File: config.mk
export PLATFORM = sky130hd
export DESIGN_NAME = serial_tx_arbiter_flat
export DESIGN_NICKNAME = d
export VERILOG_FILES = /design/src/rtl/serial_tx_arbiter_if.sv /design/src/rtl/serial_tx_arbiter.sv /design/src/flat_wrapper.sv
export SDC_FILE = /design/constraint.sdc
export NUM_CORES = 1
export LEC_CHECK = 0
export CAP_MARGIN = 10
export CORE_UTILIZATION = 39
export CTS_CLUSTER_DIAMETER = 100
export DETAILED_ROUTE_END_ITERATION = 8
export HOLD_SLACK_MARGIN = 0.03
export PLACE_DENSITY_LB_ADDON = 0.1
export SETUP_SLACK_MARGIN = 0.4
export SYNTH_ARGS = -nofsm -noshare
export SYNTH_HDL_FRONTEND = slang
export SYNTH_SLANG_ARGS = --single-unit
File: constraint.sdc
create_clock -name clk -period 1.3 [get_ports clk]
set_input_delay 0.26 -clock clk [delete_from_list [all_inputs] [get_ports clk]]
set_output_delay 0.26 -clock clk [all_outputs]
set_load 0.005 [all_outputs]
File: src/rtl/serial_tx_arbiter_if.sv
// rtl/serial_tx_arbiter_if.sv - requester handshakes and serial output bundle for serial_tx_arbiter
interface serial_tx_arbiter_if #(
  parameter int N = 4
);
  logic         req0_valid;
  logic [N-1:0] req0_data;
  logic         req0_ready;
  logic         req1_valid;
  logic [N-1:0] req1_data;
  logic         req1_ready;
  logic         s_out;
  logic         s_en;
  logic         s_last;
  logic         grant_id;
  logic         busy;

  modport master (
    output req0_valid, req0_data, req1_valid, req1_data,
    input  req0_ready, req1_ready, s_out, s_en, s_last, grant_id, busy
  );

  modport slave (
    input  req0_valid, req0_data, req1_valid, req1_data,
    output req0_ready, req1_ready, s_out, s_en, s_last, grant_id, busy
  );
endinterface

File: src/rtl/serial_tx_arbiter.sv
// rtl/serial_tx_arbiter.sv - two-requester round-robin arbiter feeding one LSB-first serial line
module serial_tx_arbiter #(
  parameter int N   = 4,
  parameter int GAP = 1,
  parameter int CW  = $clog2(N)
) (
  input logic              clk,
  input logic              rst_n,
  serial_tx_arbiter_if.slave bus
);
  localparam int GW = (GAP > 1) ? $clog2(GAP) : 1;

  typedef enum logic [1:0] {
    ST_IDLE  = 2'd0,
    ST_SHIFT = 2'd1,
    ST_GAP   = 2'd2
  } state_t;

  state_t        state, state_nxt;
  logic [N-1:0]  shreg;
  logic [CW-1:0] cnt;
  logic [GW-1:0] gcnt;
  logic          prio;
  logic          grant_q;
  logic          pick0, pick1, last_bit, gap_done;

  always_ff @(posedge clk or negedge rst_n) begin
    if (!rst_n) state <= ST_IDLE;
    else        state <= state_nxt;
  end

  // prio holds the last winner; the other requester wins a tie.
  always_comb begin
    pick0          = bus.req0_valid && (!bus.req1_valid || prio);
    pick1          = bus.req1_valid && (!bus.req0_valid || !prio);
    last_bit       = (cnt == CW'(N - 1));
    gap_done       = (int'(gcnt) == GAP - 1);
    state_nxt      = state;
    bus.req0_ready = 1'b0;
    bus.req1_ready = 1'b0;
    bus.s_out      = 1'b0;
    bus.s_en       = 1'b0;
    bus.s_last     = 1'b0;
    bus.grant_id   = grant_q;
    bus.busy       = (state != ST_IDLE);
    case (state)
      ST_IDLE: begin
        bus.req0_ready = pick0;
        bus.req1_ready = pick1;
        if (pick0 || pick1) state_nxt = ST_SHIFT;
      end
      ST_SHIFT: begin
        bus.s_out  = shreg[0];
        bus.s_en   = 1'b1;
        bus.s_last = last_bit;
        if (last_bit) state_nxt = (GAP > 0) ? ST_GAP : ST_IDLE;
      end
      ST_GAP: begin
        if (gap_done) state_nxt = ST_IDLE;
      end
      default: state_nxt = ST_IDLE;
    endcase
  end

  always_ff @(posedge clk or negedge rst_n) begin
    if (!rst_n) begin
      shreg   <= '0;
      cnt     <= '0;
      gcnt    <= '0;
      prio    <= 1'b1;
      grant_q <= 1'b0;
    end else begin
      case (state)
        ST_IDLE: begin
          if (pick0 || pick1) begin
            shreg   <= pick1 ? bus.req1_data : bus.req0_data;
            grant_q <= pick1;
            prio    <= pick1;
            cnt     <= '0;
          end
        end
        ST_SHIFT: begin
          shreg <= {1'b0, shreg[N-1:1]};
          cnt   <= cnt + 1'b1;
          if (last_bit) gcnt <= '0;
        end
        ST_GAP: begin
          gcnt <= gcnt + 1'b1;
        end
        default: ;
      endcase
    end
  end
endmodule

File: src/flat_wrapper.sv
// flat-port wrapper written by rule: the top's interface ports become plain ports
module serial_tx_arbiter_flat 
#(
  parameter int N   = 4,
  parameter int GAP = 1,
  parameter int CW  = $clog2(N)
)
  (clk, rst_n, bus_req0_valid, bus_req0_data, bus_req1_valid, bus_req1_data, bus_req0_ready, bus_req1_ready, bus_s_out, bus_s_en, bus_s_last, bus_grant_id, bus_busy);
  serial_tx_arbiter_if #(.N(N)) bus_i ();
  input logic clk;
  input logic rst_n;
  input wire logic [$bits(bus_i.req0_valid)-1:0] bus_req0_valid;
  input wire logic [$bits(bus_i.req0_data)-1:0] bus_req0_data;
  input wire logic [$bits(bus_i.req1_valid)-1:0] bus_req1_valid;
  input wire logic [$bits(bus_i.req1_data)-1:0] bus_req1_data;
  output wire logic [$bits(bus_i.req0_ready)-1:0] bus_req0_ready;
  output wire logic [$bits(bus_i.req1_ready)-1:0] bus_req1_ready;
  output wire logic [$bits(bus_i.s_out)-1:0] bus_s_out;
  output wire logic [$bits(bus_i.s_en)-1:0] bus_s_en;
  output wire logic [$bits(bus_i.s_last)-1:0] bus_s_last;
  output wire logic [$bits(bus_i.grant_id)-1:0] bus_grant_id;
  output wire logic [$bits(bus_i.busy)-1:0] bus_busy;
  assign bus_i.req0_valid = bus_req0_valid;
  assign bus_i.req0_data = bus_req0_data;
  assign bus_i.req1_valid = bus_req1_valid;
  assign bus_i.req1_data = bus_req1_data;
  assign bus_req0_ready = bus_i.req0_ready;
  assign bus_req1_ready = bus_i.req1_ready;
  assign bus_s_out = bus_i.s_out;
  assign bus_s_en = bus_i.s_en;
  assign bus_s_last = bus_i.s_last;
  assign bus_grant_id = bus_i.grant_id;
  assign bus_busy = bus_i.busy;
  serial_tx_arbiter #(.N(N), .GAP(GAP), .CW(CW)) u_core (.clk(clk), .rst_n(rst_n), .bus(bus_i));
endmodule
==> results.py, run 1 <==
metrics = {
    "global_routing": {
        "grt_pass1_wl_mm": 2.76,
        "antenna_found_initial": 0,
        "track_usage": 0.277,
        "overflow": 0,
        "grt_max_degree": 12,
        "grt_pass1_vias": 600,
    },
    "cts": {
        "holdBufCountCts": 0,
        "root_buffer": "clkbuf_4",
        "clock_latency_ns": 0.28,
        "cts_buffer_depth": 2,
        "cts_tree": "yes",
        "ctsHtreeMaxLevel": 1,
        "cts_buffers": 3,
        "cts_sinks": 11,
        "clkTransAtPathRegs_ns": 0.08,
    },
    "synthesis": {
        "yosys_register_bits": 11,
        "syn_area_um2": 599,
        "yosysUniqueCellTypes": 26,
        "avgSynthCellArea_um2": 9.99,
        "synth_edf_count": 0,
        "yosysWarnings": 0,
        "synth-async-reset-ratio": 1.00,
        "syn-num-nets": 73,
        "seq_area_frac_synth": 0.461,
        "synth_top_flop_cell": "dfrtp_1",
        "syn_inst": 60,
    },
    "power_and_ir_drop": {
        "cellPowerDensity_mw_per_mm2": 2400,
        "leakage_uw": 0.000581,
        "vdd_drop_max_mv": 1.88,
    },
    "critical_path": {
        "reg2reg_depth": 9,
        "path_depth": 6,
        "end_kind": "output pin",
        "path_common_cell": "buf_6",
        "reg2reg_slack_ns": -0.20,
        "path_cells": "buf_6, nor2_4, buf_4, inv_2, buf_6, buf_6",
        "critPathMaxStageDelay_ns": 0.41,
        "critPathBufInv": 5,
        "crit_fanout": 3,
        "crit_end": "bus_busy",
        "crit_family": "buffers and inverters",
        "r2r_end": "u_core.bus.grant_id$_DFFE_PN0P_",
        "cp.required_ns": 1.04,
        "start_kind": "flip-flop",
        "cp_data_arrival_time_ns": 1.30,
        "cp_slowest_cell": "dfrtp_1",
        "crit_start": "u_core.state[0]$_DFFE_PN0P_",
        "r2r-start": "u_core.state[0]$_DFFE_PN0P_",
        "crit_type": "flip-flop to output pin",
    },
    "route": {
        "via_per_inst": 5.62,
        "routedWlPerCell_um": 20.2,
        "route.vias.total": 714,
        "firstDrtPassIters": 4,
        "ant_nets": 0,
        "drt_iter0_markers": 25,
        "drc": 0,
        "routed_wirelength_mm": 2.57,
    },
    "floorplanning": {
        "io_pins": 19,
        "die_h_um": 41.2,
        "fp.dieW_um": 41.2,
        "fp.coreArea_mm2": 0.00137,
        "num_rows": 13,
        "initial_core_util": 0.439,
        "dieArea_mm2": 0.00170,
    },
    "final_layout": {
        "nets": 126,
        "fill_cells": 62,
        "synthToLayoutAreaGrowth_pct": 102,
        "drive_above_1_share": 0.598,
        "diodes": 0,
    },
    "run_status": {
        "violations": "negative setup slack",
        "outcome": "finished, violations left",
    },
    "sta": {
        "maxSlewViolCount": 0,
        "setup_ws_ns": -0.255,
        "fin_crit_sh": 1.20,
        "hold_viol_final": 0,
        "final-setup-viol-count": 15,
        "skew_ns": 0.00557,
        "period_needed_ns": 1.56,
        "tns_ns": -2.15,
        "tightest_slew_ns": 0.260,
        "max_clock_freq_ghz": 0.643,
        "hold_ws_ns": 0.285,
        "slew_headroom": 0.825,
        "rsz0062_at_grt": "true",
    },
    "worst_hold_path": {
        "hold_path.class": "input port to asynchronous set/reset pin",
    },
    "placement": {
        "place.gp.congestion": 0.698,
        "dp_hpwl_mm": 1.08,
        "io_buffers": 18,
    },
    "job": {
        "maxCapViolations": 0,
    },
}
[worst min path at each step]
stage	cells after the start	start	slack (ns)	endpoint
2_1_floorplan	0	rst_n	-0.04	u_core.bus.grant_id$_DFFE_PN0P_
6_report	2	rst_n	0.29	u_core.shreg[1]$_DFFE_PN0P_
4_1_cts	2	rst_n	0.27	u_core.state[0]$_DFFE_PN0P_
3_5_place_dp	1	u_core.bus.grant_id$_DFFE_PN0P_	0.49	u_core.bus.grant_id$_DFFE_PN0P_
3_3_place_gp	1	u_core.bus.grant_id$_DFFE_PN0P_	0.47	u_core.bus.grant_id$_DFFE_PN0P_
5_1_grt	2	rst_n	0.31	u_core.gcnt$_DFFE_PN0P_
[registers in the layout, summed over array words and instances, names as in the netlist]
signal               cells
u_core.bus.grant_id      1
u_core.shreg             4
u_core.gcnt              1
u_core.cnt               2
u_core.state             2
u_core.prio              1
[report_power, final]
group	internal, uW	switching (uW)	leakage, uW	total (uW)
Sequential	519	142	0.000133	661
Combinational	1210	782	0.000433	1990
Clock	119	131	0.0000150	250
[per-layer routing]
layer  wire length, um  vias to the layer above  global-route usage
met2              1360                       39               0.449
li1                  -                      324                   -
met1              1020                      341               0.309
met3               112                       10              0.0707
met5                 0                        -                   0
met4                74                        0               0.202
[worst register-to-register path: cells and delay by family, from the launching register on]
kind / cells / cell delay [ns]
buffers and inverters: 6 / 0.72
AO/OA/AOI/OAI: 1 / 0.14
AND/OR/NAND/NOR: 2 / 0.14
flip-flops: 1 / 0.41
[cells by family (layout without fill, tap and decap cells)]
group,count (synthesis),in the layout,synth area share
compound gates,22,22,0.253
mux,2,2,0.0355
buf+inv,7,59,0.0668
simple gates,17,17,0.163
flops,11,11,0.461
fa+ha+maj,1,1,0.0209
[cells in the final DEF, fill, tap and decap left out, drive strengths merged]
master,instances
a21bo,1
a21o,1
a21oi,4
a221oi,3
a22o,1
a31oi,1
and2,5
buf,41
clkbuf,4
clkdlybuf4s50,9
dfrtp,10
dfstp,1
dlygate4sd2,2
ha,1
inv,3
mux2,1
mux2i,1
nand2,3
nor2,2
nor2b,4
nor3,1
o21ai,6
o21bai,1
o31ai,4
or2,2
[repair_timing]
item / in CTS / in global routing
setup endpoints to repair: 18 / 18
cloned: 0 / 0
pin swaps: 8 / 4
setup buffers: 13 / 4
gates resized for setup: 57 / 12
[metrics by stage]
step	power, uW	cells	setup slack, ns	instance area (um2)	util
final	2900	127	-0.255	1210	0.885
after global routing	3030	127	-0.317	1210	0.885
after CTS	2480	123	-0.249	1130	0.826
after detailed placement	1770	106	-0.571	937	0.686
after global placement	1740	106	-0.560	937	0.686
after floorplan	1290	60	0.104	652	-
[cells in the mapped netlist (2+ instances only)]
| library cell | instances | area share |
|---|---|---|
| nand2_1 | 3 | 0.019 |
| o31ai_1 | 3 | 0.038 |
| a21oi_1 | 4 | 0.033 |
| inv_1 | 3 | 0.019 |
| buf_2 | 2 | 0.017 |
| a221oi_1 | 3 | 0.044 |
| dfrtp_1 | 10 | 0.42 |
| o21ai_0 | 6 | 0.050 |
| nor2_1 | 2 | 0.013 |
| and2_1 | 5 | 0.052 |
| nor2b_1 | 4 | 0.042 |
[final cells by class]
cell class                 count  area [um2]  area share
clock buffer                   4        26.3      0.0217
inverter                       3        11.3     0.00932
multi-input combinational     42         392       0.324
sequential                    11         278       0.230
timing repair buffer          52         483       0.400
tap                           15        18.8      0.0155
No activity file was read; power rests on OpenSTA's default activity.
==> inputs of run 2 (changes only) <==
Clock period 1.3 ns to 1.35 ns, I/O delays scaled along.
==> results.py, run 2 (synthesis results as in run 1) <==
metrics = {
    "global_routing": {
        "antenna_found_initial": 0,
        "overflow": 0,
        "track_usage": 0.235,
        "grt_pass1_wl_mm": 2.52,
        "grt_pass1_vias": 563,
        "grt_max_degree": 12,
    },
    "power_and_ir_drop": {
        "cellPowerDensity_mw_per_mm2": 2190,
        "leakage_uw": 0.000545,
        "vdd_drop_max_mv": 1.71,
    },
    "sta": {
        "slew_headroom": 0.797,
        "final-setup-viol-count": 14,
        "tightest_slew_ns": 0.301,
        "period_needed_ns": 1.60,
        "maxSlewViolCount": 0,
        "skew_ns": 0.00528,
        "setup_ws_ns": -0.251,
        "fin_crit_sh": 1.19,
        "hold_ws_ns": 0.281,
        "max_clock_freq_ghz": 0.625,
        "hold_viol_final": 0,
        "rsz0062_at_grt": "true",
        "tns_ns": -1.84,
    },
    "final_layout": {
        "layout_common_cells": "21 x buf_4, 14 x buf_6, 9 x clkdlybuf4s50_1, 9 x dfrtp_1, 5 x o21ai_0",
        "final_common_cell": "buf_4",
        "final_cells": 124,
        "nets": 123,
        "diodes": 0,
        "largest_register_ff_count": 4,
        "reg_top3": "u_core.shreg (4), u_core.cnt (2), u_core.state (2)",
        "drive_above_1_share": 0.560,
        "post-route-util": 0.830,
        "synthToLayoutAreaGrowth_pct": 89.1,
        "regMostFlops": "u_core.shreg",
    },
    "critical_path": {
        "crit_family": "flip-flops",
        "critPathMaxStageDelay_ns": 0.48,
        "r2r-start": "u_core.state[0]$_DFFE_PN0P_",
        "end_kind": "output pin",
        "cp_slowest_cell": "dfrtp_2",
        "reg2reg_slack_ns": -0.14,
        "r2r_end": "u_core.cnt[0]$_DFFE_PN0P_",
        "path_cells": "nor2_4, buf_6, nand2_4, a21oi_2, buf_2",
        "start_kind": "flip-flop",
        "critPathBufInv": 2,
        "crit_fanout": 5,
        "reg2reg_depth": 5,
        "cp.required_ns": 1.08,
        "crit_type": "flip-flop to output pin",
        "cp_data_arrival_time_ns": 1.33,
    },
    "route": {
        "ant_nets": 0,
        "drc": 0,
        "route.vias.total": 656,
        "firstDrtPassIters": 4,
        "drt_iter0_markers": 13,
        "via_per_inst": 5.29,
        "routed_wirelength_mm": 1.94,
        "routedWlPerCell_um": 15.6,
    },
    "worst_hold_path": {
        "hold_path.class": "input port to asynchronous set/reset pin",
    },
    "floorplanning": {
        "io_pins": 19,
        "fp.coreArea_mm2": 0.00137,
        "die_h_um": 41.2,
        "dieArea_mm2": 0.00170,
        "initial_core_util": 0.439,
        "num_rows": 13,
        "fp.dieW_um": 41.2,
    },
    "run_status": {
        "violations": "negative setup slack",
        "outcome": "finished, violations left",
    },
    "cts": {
        "cts_buffer_depth": 2,
        "cts_buffers": 3,
        "cts_sinks": 11,
        "root_buffer": "clkbuf_4",
        "clkTransAtPathRegs_ns": 0.09,
        "cts_tree": "yes",
        "clock_latency_ns": 0.28,
        "ctsHtreeMaxLevel": 1,
        "holdBufCountCts": 0,
    },
    "job": {
        "maxCapViolations": 0,
    },
    "placement": {
        "dp_hpwl_mm": 1.11,
        "place_inst": 107,
        "place.gp.congestion": 0.730,
        "io_buffers": 18,
        "preCtsSetupSlack_ns": -0.544,
    },
}
## run 2: changes by cell type in the layout (fill, tap and decap cells not counted), sizes merged
cell,before,now
buf,41,38
clkbuf,4,3
clkinv,0,1
## run 2: worst max-delay path by stage
stage / from / end / slack [ns] / depth (start not counted)
2_1_floorplan: u_core.state[0]$_DFFE_PN0P_ / u_core.cnt[0]$_DFFE_PN0P_ / 0.15 / 5
4_1_cts: u_core.state[1]$_DFFE_PN0P_ / bus_req0_ready / -0.21 / 5
6_report: u_core.state[1]$_DFFE_PN0P_ / bus_req0_ready / -0.25 / 5
3_3_place_gp: bus_req1_valid / bus_req1_ready / -0.54 / 4
3_5_place_dp: bus_req0_valid / bus_req1_ready / -0.54 / 4
5_1_grt: u_core.state[1]$_DFFE_PN0P_ / bus_req0_ready / -0.29 / 5
## run 2: final cells by class
type                    count  area (um2)
repair buffers             49         438
multi-input cells          42         360
flip-flops and latches     11         278
fillers                    77         233
clock buffers               3        22.5
well taps                  15        18.8
inverters                   3        11.3
clock inverters             1        5.00
## run 2: metal layers
layer  part of all wire  track usage  wire, um  vias to the layer above
met4              0.017       0.0968        33                        0
met3              0.058       0.0489       112                        6
met5                  0            0         0                        -
li1                   -            -         -                      311
met1               0.42        0.295       814                      313
met2               0.50        0.387       976                       26
## run 2: through the flow
stage / power, uW / area [um2]
2_1_floorplan: 1240 / 652
3_3_place_gp: 1700 / 945
3_5_place_dp: 1720 / 945
4_1_cts: 2340 / 1100
5_1_grt: 2630 / 1130
6_report: 2480 / 1130
## run 2: report_power, final
group / leakage, uW / total (uW) / internal [uW] / switching, uW
combinational: 0.000394 / 1610 / 1010 / 604
clock: 0.0000177 / 251 / 110 / 141
sequential: 0.000133 / 616 / 498 / 118
total: 0.000545 / 2480 / 1620 / 863
## run 2: worst reg2reg max path, stage by stage (launching register included)
cell and delay [ns]:
dfrtp_1 0.45, buf_4 0.15, buf_4 0.13, nor3_4 0.04, or2_1 0.33, mux2_4 0.29
## run 2: what timing repair did
| action | in CTS | in global routing |
|---|---|---|
| buffers inserted | 10 | 3 |
| resized for setup | 53 | 4 |
| pin swaps | 3 | 1 |
| endpoints found under the setup margin | 18 | 18 |
| cloned | 0 | 0 |
| hold endpoints to repair | 0 | 0 |
